### src/rtl/lenet_frame_scheduler_if.sv
// Handshake bundle between the frame scheduler, the camera core and the LeNet engine.
interface lenet_frame_scheduler_if #(
  parameter int unsigned RESULT_W = 4
);
  logic                frame_start;
  logic                data_ready;
  logic                trigger;
  logic                auto_en;
  logic                lenet_done;
  logic [RESULT_W-1:0] lenet_digit;
  logic                lenet_signal;
  logic                lenet_start;
  logic [RESULT_W-1:0] result;
  logic                result_valid;
  logic                busy;
  logic                timeout_err;

  // Scheduler side.
  modport master (
    input  frame_start, data_ready, trigger, auto_en, lenet_done, lenet_digit,
    output lenet_signal, lenet_start, result, result_valid, busy, timeout_err
  );

  // Core / engine / user side.
  modport slave (
    output frame_start, data_ready, trigger, auto_en, lenet_done, lenet_digit,
    input  lenet_signal, lenet_start, result, result_valid, busy, timeout_err
  );
endinterface

### src/rtl/lenet_frame_scheduler.sv
// Capture-to-inference sequencer: requests a downsampled frame, starts LeNet, latches the digit.
// Optional inference watchdog enabled by defining LENET_TIMEOUT_EN.
module lenet_frame_scheduler #(
  parameter int unsigned FRAME_INTERVAL = 4,
`ifdef LENET_TIMEOUT_EN
  parameter int unsigned TIMEOUT_CYCLES = 1048576,
`endif
  parameter int unsigned RESULT_W       = 4
) (
  input  logic                   clk25_i,
  input  logic                   rst_ni,
  lenet_frame_scheduler_if.master ctrl_io
);

  localparam int unsigned FcntW = $clog2(FRAME_INTERVAL + 1);
  localparam logic [FcntW-1:0] FiVal = FcntW'(FRAME_INTERVAL);

  typedef enum logic [2:0] {StIdle, StArm, StCapture, StInfer, StHold} state_e;

  state_e              state_q, state_d;
  logic                trig_d1_q, trig_rise_q;
  logic                pending_q, pending_d;
  logic [FcntW-1:0]    fcnt_q, fcnt_d, fcnt_inc;
  logic                lenet_signal_q, lenet_signal_d;
  logic                lenet_start_q, lenet_start_d;
  logic                busy_q, busy_d;
  logic [RESULT_W-1:0] result_q, result_d;
  logic                result_valid_q, result_valid_d;
  logic                done_ok, timeout_hit;

  // Completion is not accepted in the cycle the engine is being started.
  assign done_ok  = ctrl_io.lenet_done && !lenet_start_q;
  assign fcnt_inc = (fcnt_q == FiVal) ? fcnt_q : fcnt_q + 1'b1;

`ifdef LENET_TIMEOUT_EN
  localparam int unsigned TcntW = $clog2(TIMEOUT_CYCLES + 1);
  logic [TcntW-1:0] tcnt_q, tcnt_d;
  logic             timeout_err_q;

  assign tcnt_d      = (state_q == StInfer) ? tcnt_q + 1'b1 : '0;
  assign timeout_hit = (state_q == StInfer) && !done_ok &&
                       (tcnt_q == TcntW'(TIMEOUT_CYCLES - 1));

  always_ff @(posedge clk25_i or negedge rst_ni) begin
    if (!rst_ni) begin
      tcnt_q        <= '0;
      timeout_err_q <= 1'b0;
    end else begin
      tcnt_q        <= tcnt_d;
      timeout_err_q <= timeout_err_q | timeout_hit;
    end
  end

  assign ctrl_io.timeout_err = timeout_err_q;
`else
  assign timeout_hit         = 1'b0;
  assign ctrl_io.timeout_err = 1'b0;
`endif

  always_comb begin
    state_d        = state_q;
    pending_d      = pending_q;
    fcnt_d         = fcnt_q;
    result_d       = result_q;
    result_valid_d = result_valid_q;
    lenet_start_d  = 1'b0;

    if (state_q != StIdle && trig_rise_q) pending_d = 1'b1;

    unique case (state_q)
      StIdle: begin
        if (trig_rise_q || pending_q || ctrl_io.auto_en) state_d = StArm;
      end
      StArm: begin
        if (ctrl_io.frame_start) state_d = StCapture;
      end
      StCapture: begin
        // data_ready wins over a coincident frame_start; a bare frame_start retries.
        if (ctrl_io.data_ready) begin
          state_d       = StInfer;
          lenet_start_d = 1'b1;
        end
      end
      StInfer: begin
        if (done_ok) begin
          result_d       = ctrl_io.lenet_digit;
          result_valid_d = 1'b1;
          fcnt_d         = '0;
          state_d        = StHold;
        end else if (timeout_hit) begin
          fcnt_d  = '0;
          state_d = StHold;
        end
      end
      StHold: begin
        if (ctrl_io.frame_start) begin
          fcnt_d = fcnt_inc;
          if (fcnt_inc == FiVal) state_d = (ctrl_io.auto_en || pending_q) ? StArm : StIdle;
        end
      end
      default: state_d = StIdle;
    endcase

    if (state_d == StArm && state_q != StArm) pending_d = 1'b0;

    lenet_signal_d = (state_d == StArm) || (state_d == StCapture);
    busy_d         = lenet_signal_d || (state_d == StInfer);
  end

  always_ff @(posedge clk25_i or negedge rst_ni) begin
    if (!rst_ni) begin
      state_q        <= StIdle;
      trig_d1_q      <= 1'b0;
      trig_rise_q    <= 1'b0;
      pending_q      <= 1'b0;
      fcnt_q         <= '0;
      lenet_signal_q <= 1'b0;
      lenet_start_q  <= 1'b0;
      busy_q         <= 1'b0;
      result_q       <= '0;
      result_valid_q <= 1'b0;
    end else begin
      state_q        <= state_d;
      trig_d1_q      <= ctrl_io.trigger;
      trig_rise_q    <= ctrl_io.trigger && !trig_d1_q;
      pending_q      <= pending_d;
      fcnt_q         <= fcnt_d;
      lenet_signal_q <= lenet_signal_d;
      lenet_start_q  <= lenet_start_d;
      busy_q         <= busy_d;
      result_q       <= result_d;
      result_valid_q <= result_valid_d;
    end
  end

  assign ctrl_io.lenet_signal = lenet_signal_q;
  assign ctrl_io.lenet_start  = lenet_start_q;
  assign ctrl_io.busy         = busy_q;
  assign ctrl_io.result       = result_q;
  assign ctrl_io.result_valid = result_valid_q;

endmodule

### src/flat_wrapper.sv
// flat-port wrapper written by rule: the top's interface ports become plain ports
module lenet_frame_scheduler_flat 
#(
  parameter int unsigned FRAME_INTERVAL = 4,

  parameter int unsigned RESULT_W       = 4
)
  (clk25_i, rst_ni, ctrl_io_frame_start, ctrl_io_data_ready, ctrl_io_trigger, ctrl_io_auto_en, ctrl_io_lenet_done, ctrl_io_lenet_digit, ctrl_io_lenet_signal, ctrl_io_lenet_start, ctrl_io_result, ctrl_io_result_valid, ctrl_io_busy, ctrl_io_timeout_err);
  lenet_frame_scheduler_if #(.RESULT_W(RESULT_W)) ctrl_io_i ();
  input  logic clk25_i;
  input  logic rst_ni;
  input wire logic [$bits(ctrl_io_i.frame_start)-1:0] ctrl_io_frame_start;
  input wire logic [$bits(ctrl_io_i.data_ready)-1:0] ctrl_io_data_ready;
  input wire logic [$bits(ctrl_io_i.trigger)-1:0] ctrl_io_trigger;
  input wire logic [$bits(ctrl_io_i.auto_en)-1:0] ctrl_io_auto_en;
  input wire logic [$bits(ctrl_io_i.lenet_done)-1:0] ctrl_io_lenet_done;
  input wire logic [$bits(ctrl_io_i.lenet_digit)-1:0] ctrl_io_lenet_digit;
  output wire logic [$bits(ctrl_io_i.lenet_signal)-1:0] ctrl_io_lenet_signal;
  output wire logic [$bits(ctrl_io_i.lenet_start)-1:0] ctrl_io_lenet_start;
  output wire logic [$bits(ctrl_io_i.result)-1:0] ctrl_io_result;
  output wire logic [$bits(ctrl_io_i.result_valid)-1:0] ctrl_io_result_valid;
  output wire logic [$bits(ctrl_io_i.busy)-1:0] ctrl_io_busy;
  output wire logic [$bits(ctrl_io_i.timeout_err)-1:0] ctrl_io_timeout_err;
  assign ctrl_io_i.frame_start = ctrl_io_frame_start;
  assign ctrl_io_i.data_ready = ctrl_io_data_ready;
  assign ctrl_io_i.trigger = ctrl_io_trigger;
  assign ctrl_io_i.auto_en = ctrl_io_auto_en;
  assign ctrl_io_i.lenet_done = ctrl_io_lenet_done;
  assign ctrl_io_i.lenet_digit = ctrl_io_lenet_digit;
  assign ctrl_io_lenet_signal = ctrl_io_i.lenet_signal;
  assign ctrl_io_lenet_start = ctrl_io_i.lenet_start;
  assign ctrl_io_result = ctrl_io_i.result;
  assign ctrl_io_result_valid = ctrl_io_i.result_valid;
  assign ctrl_io_busy = ctrl_io_i.busy;
  assign ctrl_io_timeout_err = ctrl_io_i.timeout_err;
  lenet_frame_scheduler #(.FRAME_INTERVAL(FRAME_INTERVAL), .RESULT_W(RESULT_W)) u_core (.clk25_i(clk25_i), .rst_ni(rst_ni), .ctrl_io(ctrl_io_i));
endmodule
### config.mk
export PLATFORM = sky130hd
export DESIGN_NAME = lenet_frame_scheduler_flat
export DESIGN_NICKNAME = d
export VERILOG_FILES = /design/src/rtl/lenet_frame_scheduler_if.sv /design/src/rtl/lenet_frame_scheduler.sv /design/src/flat_wrapper.sv
export SDC_FILE = /design/constraint.sdc
export NUM_CORES = 1
export LEC_CHECK = 0
export ABC_CLOCK_PERIOD_IN_PS = 2220
export CAP_MARGIN = 0
export CORE_MARGIN = 4
export CORE_UTILIZATION = 45
export DETAILED_ROUTE_END_ITERATION = 6
export PLACE_DENSITY = 0.8
export RECOVER_POWER = 25
export SYNTH_ARGS = -nofsm -noshare
export SYNTH_HDL_FRONTEND = slang
export SYNTH_SLANG_ARGS = --single-unit
### constraint.sdc
create_clock -name clk25_i -period 2.22 [get_ports clk25_i]
set_clock_uncertainty 0.05 [all_clocks]
set_input_delay 0.444 -clock clk25_i [delete_from_list [all_inputs] [get_ports clk25_i]]
set_output_delay 0.444 -clock clk25_i [all_outputs]
set_load 0.01 [all_outputs]
==> summary.txt, run 1 <==
STA
  – Setup_tns: 0 ps
  – Worst slew pin tran: between 800 and 900 ps
  – Max Slew Vio Count: 0
  – Crit share post-route: 0.910
  – RSZ-0062 raised after global routing: no
  – Slew margin rel.: 0.416
  – Endpoints failing setup: 0
  – Final min period: 2020 ps
  – Final hold vios: 0
  – Fmax: slightly below 500 MHz

Layout
  – # nets final: between 100 and 150
  – Most frequent cells in the layout: 17 x dfrtp_1, 16 x clkdlybuf4s50_1, 7 x nand2_1
  – Ant. Diodes: 0
  – Most common cell after layout, fill and taps aside: dfrtp_1
  – Fill cells: 130
  – Fraction of layout cells with a size suffix above 1: 0.110
  – Area Growth Syn to Fin: 26.4%

Synthesis
  – Yosys warnings: 0
  – Yosys top cell area share: 0.534
  – Largest family of logic cells by synthesized area: simple AND/OR/NAND/NOR gates
  – Mux share of post-synthesis cell area: 0.0691
  – Post-synth cell types: 33
  – Cell taking the most area after synthesis: dfrtp_1
  – Xor/xnor share of the synthesized area: 0
  – Top post-synthesis cells by area: dfrtp_1 53%, mux2_2 5.7%, nand2_1 3.3%
  – Number of synthesized register bits: 17
  – Synth Area in Simple Gates: 0.177
  – Register area share after synthesis: 0.534
  – Post-synthesis adder-cell area fraction: 0.0314
  – Synth Instances: 74
  – Mapped cell area: 797 µm²
  – Compound-Gate Fraction of Synth Area: 0.127
  – Synth Net Count: 87
  – Syn Area/Cell: ~11 µm²

Clocking
  – Setup bufs post-CTS: 0
  – # hold bufs at CTS: 0
  – Clk buf depth: 2
  – Clock transition at path regs: approximately 100 ps
  – Num CTS Buffers: 3
  – CTS Root Cell: clkbuf_4
  – H-Tree Depth: 1
  – CTS resizes: 0
  – Sink Count: 17
  – TritonCTS clock tree: built
  – Clock latency on the worst-skew pair: around 300 ps

Drt
  – TritonRoute pass-1 iters: 4
  – Detail Route met3 WL: between 100 and 150 µm
  – DR vias/cell: between 5 and 6
  – Routed Wire Length: approximately 1.5 mm
  – Top routing layer used: met4
  – Avg WL per Cell: 13.5 µm
  – Antenna Violating Nets Remaining: 0
  – Met1 wire length: between 600 and 700 µm
  – Vias: between 600 and 700
  – DRC Markers: 0
  – Met2 WL: 739 µm
  – DRT iter0 DRCs: 18

Die
  – Die ar.: between 2000 and 3000 µm²
  – Die W: around 50 µm
  – IO Count: 20
  – Rows: 14
  – Initial Utilization: 0.500
  – DIE HEIGHT: ~50 µm
  – Core area: approximately 1600 µm²

Global route
  – Largest net degree at the start of global routing: 18
  – Initial antenna violation count: 0
  – Grt ovf: 0
  – GRT Util Overall: 0.148
  – First-pass GRT wire length: 2.74 mm
  – Vias in the first global route: roughly 640

Place
  – IO Port Bufs: 18
  – Final Wtd Congestion: roughly 0.9
  – Dpl hpwl: between 1 and 1.5 mm

Worst setup path
  – Arrival @ worst endpoint: approximately 2200 ps
  – Startpoint types: register
  – R2R depth: 6
  – Required @ worst endpoint: between 2000 and 2500 ps
  – CP max FO: 6
  – Element type at the critical path end: register
  – Critical path class: reg -> reg

Power and ir drop
  – Pwr dens: 1250 nW/µm²
  – Overall Power: 0.00126 W
  – Pleak: between 0.4 and 0.5 nW
  – Max IR drop VDD: ~0.0007 V

Hold path
  – WHS Path Cells: 1
  – Worst hold path class: reg -> reg

Run
  – Max Cap Viol: 0

Outcome
  – Outcome: complete, no violations
[registers in the layout, indices dropped and copies added, names as in the netlist]
register,count
u_core.state_q,3
u_core.fcnt_q,3
u_core.ctrl_io.result,4
u_core.ctrl_io.lenet_signal,1
u_core.trig_rise_q,1
u_core.ctrl_io.result_valid,1
u_core.trig_d1_q,1
u_core.ctrl_io.busy,1
u_core.ctrl_io.lenet_start,1
u_core.pending_q,1
[worst max-delay path, cell delays in order (launching register included)]
cell	delay [ps]
dfrtp_1	450
inv_1	70
ha_1	230
or3b_1	400
a311oi_2	290
a31oi_1	190
o22a_1	240
[logic make-up (layout without fill, tap and decap cells)]
family / count (synthesis) / count (layout)
compound gates: 13 / 13
buf+inv: 10 / 27
simple gates: 26 / 26
other cells: 1 / 1
mux: 5 / 5
flops: 17 / 17
fa+ha+maj: 2 / 2
[metal layers]
layer,track usage,vias up
li1,-,290
met1,0.151,289
met2,0.261,25
met3,0.0572,2
met4,0.0691,0
met5,0,-
[cells in the mapped netlist]
cell type,count
a211o_1,1
a211oi_1,1
a21oi_1,3
a311oi_2,1
a31o_2,1
a31oi_1,2
and3_1,1
and3b_1,1
and4b_1,1
buf_2,1
buf_4,1
clkbuf_1,2
clkbuf_2,2
conb_1,1
dfrtp_1,17
ha_1,2
inv_1,4
mux2_2,4
mux2i_1,1
nand2_1,7
nand2b_1,3
nand3b_1,1
nor2_1,5
nor2b_1,1
nor3_1,2
nor3b_1,1
nor4_1,1
o22a_1,1
o31a_1,1
o31ai_1,1
o32ai_1,1
or2_2,1
or3b_1,1
[report_power, final]
group	switching, W	total [W]	internal (W)
logic	0.000254	0.000555	0.000301
clock network	0.0000997	0.000170	0.0000700
registers	0.000107	0.000538	0.000431
total	0.000461	0.00126	0.000802
[worst paths after layout]
path,from,endpoint,slack [ps]
worst min-delay path,u_core.trig_d1_q$_DFF_PN0_,u_core.trig_rise_q$_DFF_PN0_,350
max in group asynchronous,rst_ni,u_core.fcnt_q[1]$_DFFE_PN0P_,860
worst min register to register,u_core.trig_d1_q$_DFF_PN0_,u_core.trig_rise_q$_DFF_PN0_,350
worst max register to register,u_core.fcnt_q[0]$_DFFE_PN0P_,u_core.pending_q$_DFFE_PN0P_,200
min in group asynchronous,rst_ni,u_core.trig_rise_q$_DFF_PN0_,730
worst max-delay path,u_core.fcnt_q[0]$_DFFE_PN0P_,u_core.pending_q$_DFFE_PN0P_,200
[per-stage QoR]
step / setup slack [ps] / std cells / hold WS, ps / util / area, µm²
finish: 201 / 115 / 350 / 0.632 / 1010
global route: 46.8 / 115 / 394 / 0.632 / 1010
CTS: 202 / 115 / 351 / 0.634 / 1010
detailed placement: 223 / 111 / 337 / 0.618 / 985
global placement: 281 / 111 / 333 / 0.618 / 985
floorplan: 355 / 74 / 98.4 / - / 797
[final cells by class]
cell class              instances  area (µm²)  area share
flip-flops and latches         17         425       0.422
multi-input cells              47         327       0.324
repair buffers                 19         184       0.183
well taps                      24        30.0      0.0298
clock buffers                   4        26.3      0.0261
inverters                       4        15.0      0.0149
Power figures use the tool's default switching activity.
==> run 2: changes to the inputs <==
--- a/config.mk
+++ b/config.mk
@@ -8,9 +8,9 @@
 export ABC_CLOCK_PERIOD_IN_PS = 2220
 export CAP_MARGIN = 0
 export CORE_MARGIN = 4
-export CORE_UTILIZATION = 45
+export CORE_UTILIZATION = 35
 export DETAILED_ROUTE_END_ITERATION = 6
-export PLACE_DENSITY = 0.8
+export PLACE_DENSITY = 0.66
 export RECOVER_POWER = 25
 export SYNTH_ARGS = -nofsm -noshare
 export SYNTH_HDL_FRONTEND = slang
==> summary.txt, run 2 (same netlist as run 1, synthesis figures left out) <==
Outcome
  – Outcome: complete, no violations

Global route
  – First-pass GRT wire length: about 2.5 mm
  – GRT Util Overall: 0.100
  – Initial antenna violation count: 0
  – Vias in the first global route: 558
  – Grt ovf: 0
  – Largest net degree at the start of global routing: 18

Power and ir drop
  – Pleak: roughly 0.44 nW
  – Overall Power: 0.00126 W
  – Pwr dens: ~1200 nW/µm²
  – Max IR drop VDD: 0.000640 V

Layout
  – Ant. Diodes: 0
  – # nets final: 105
  – Most common cell after layout, fill and taps aside: dfrtp_1
  – Fin area: roughly 1000 µm²
  – Most frequent cells in the layout: 17 x dfrtp_1, 16 x clkdlybuf4s50_1, 7 x nand2_1
  – Largest register FFs: 4
  – Area Growth Syn to Fin: 27.2%
  – Fraction of layout cells with a size suffix above 1: 0.121

Drt
  – Top routing layer used: met3
  – DRC Markers: 0
  – Avg WL per Cell: approximately 12 µm
  – Routed Wire Length: 1.45 mm
  – TritonRoute pass-1 iters: 3
  – Detail Route met3 WL: 93 µm
  – DRT iter0 DRCs: 6
  – Met1 wire length: 688 µm
  – Antenna Violating Nets Remaining: 0
  – DR vias/cell: between 4 and 5
  – Vias: roughly 570
  – Met2 WL: roughly 670 µm

Clocking
  – CTS resizes: 0
  – Setup bufs post-CTS: 0
  – Sink Count: 17
  – Num CTS Buffers: 3
  – # hold bufs at CTS: 0
  – Clk buf depth: 2
  – Clock latency on the worst-skew pair: about 290 ps
  – H-Tree Depth: 1
  – CTS Root Cell: clkbuf_4
  – TritonCTS clock tree: built
  – Clock transition at path regs: about 110 ps

STA
  – Slew margin rel.: 0.391
  – Final min period: between 2000 and 2500 ps
  – Fmax: 484 MHz
  – Worst slew pin tran: 914 ps
  – Final hold vios: 0
  – RSZ-0062 raised after global routing: no
  – Endpoints failing setup: 0
  – Crit share post-route: 0.931
  – Max Slew Vio Count: 0
  – Setup_tns: 0 ps

Die
  – Initial Utilization: 0.364
  – Die W: roughly 56 µm
  – DIE HEIGHT: around 56 µm
  – Rows: 17
  – Die ar.: between 3000 and 4000 µm²
  – IO Count: 20
  – Core area: about 2200 µm²

Worst setup path
  – Arrival @ worst endpoint: about 2200 ps
  – Startpoint types: register
  – Required @ worst endpoint: 2360 ps
  – Element type at the critical path end: register
  – CP max FO: 6
  – Critical path class: reg -> reg

Place
  – IO Port Bufs: 18
  – Final Wtd Congestion: approximately 0.85
  – Dpl hpwl: 1.07 mm
  – Placed cell area: ~990 µm²

Hold path
  – Worst hold path class: reg -> reg

Run
  – Max Cap Viol: 0
==> run 2: changes by cell type in the layout (fill, tap and decap cells not counted) <==
cell,delta
clkbuf_1,-1
clkinv_2,+1
==> run 2: cell type report <==
cell class	count	area, µm²
flip-flops and latches	17	425
fillers	211	1180
well taps	28	35.0
inverters	4	15.0
repair buffers	19	184
clock inverters	1	5.00
clock buffers	3	22.5
multi-input cells	47	327
==> run 2: routing by layer <==
| metal | track usage | up-vias |
|---|---|---|
| met4 | 0.0417 | 0 |
| met5 | 0 | - |
| met2 | 0.155 | 14 |
| met1 | 0.130 | 269 |
| met3 | 0.0302 | 0 |
| li1 | - | 289 |
==> run 2: power breakdown <==
| group | switching, W | internal, W |
|---|---|---|
| Sequential | 0.000111 | 0.000431 |
| Clock | 0.000101 | 0.0000669 |
| Combinational | 0.000245 | 0.000300 |
==> run 2: worst max-delay path, stage by stage, from the launching register on <==
cell,delay [ps]
dfrtp_1,460
inv_1,70
ha_1,230
or3b_1,400
a311oi_2,280
a31oi_1,220
o22a_1,260
==> run 2: through the flow <==
step / setup WS (ps) / hold slack (ps) / util / std cells
after floorplan: 355 / 98.4 / - / 74
after global routing: 62.4 / 393 / 0.463 / 119
after CTS: 170 / 358 / 0.464 / 119
after detailed placement: 188 / 342 / 0.452 / 115
final: 153 / 353 / 0.463 / 119
after global placement: 196 / 333 / 0.452 / 115
==> run 2: path summary, 6_finish.rpt <==
path / from / slack, ps / end / depth (start not counted)
setup / recovery: u_core.fcnt_q[0]$_DFFE_PN0P_ / 150 / u_core.pending_q$_DFFE_PN0P_ / 6
hold / removal: u_core.trig_d1_q$_DFF_PN0_ / 350 / u_core.trig_rise_q$_DFF_PN0_ / 1
setup reg to reg: u_core.fcnt_q[0]$_DFFE_PN0P_ / 150 / u_core.pending_q$_DFFE_PN0P_ / 6
hold reg to reg: u_core.trig_d1_q$_DFF_PN0_ / 350 / u_core.trig_rise_q$_DFF_PN0_ / 1
max in group asynchronous: rst_ni / 830 / u_core.fcnt_q[1]$_DFFE_PN0P_ / 2
min in group asynchronous: rst_ni / 740 / u_core.trig_d1_q$_DFF_PN0_ / 2
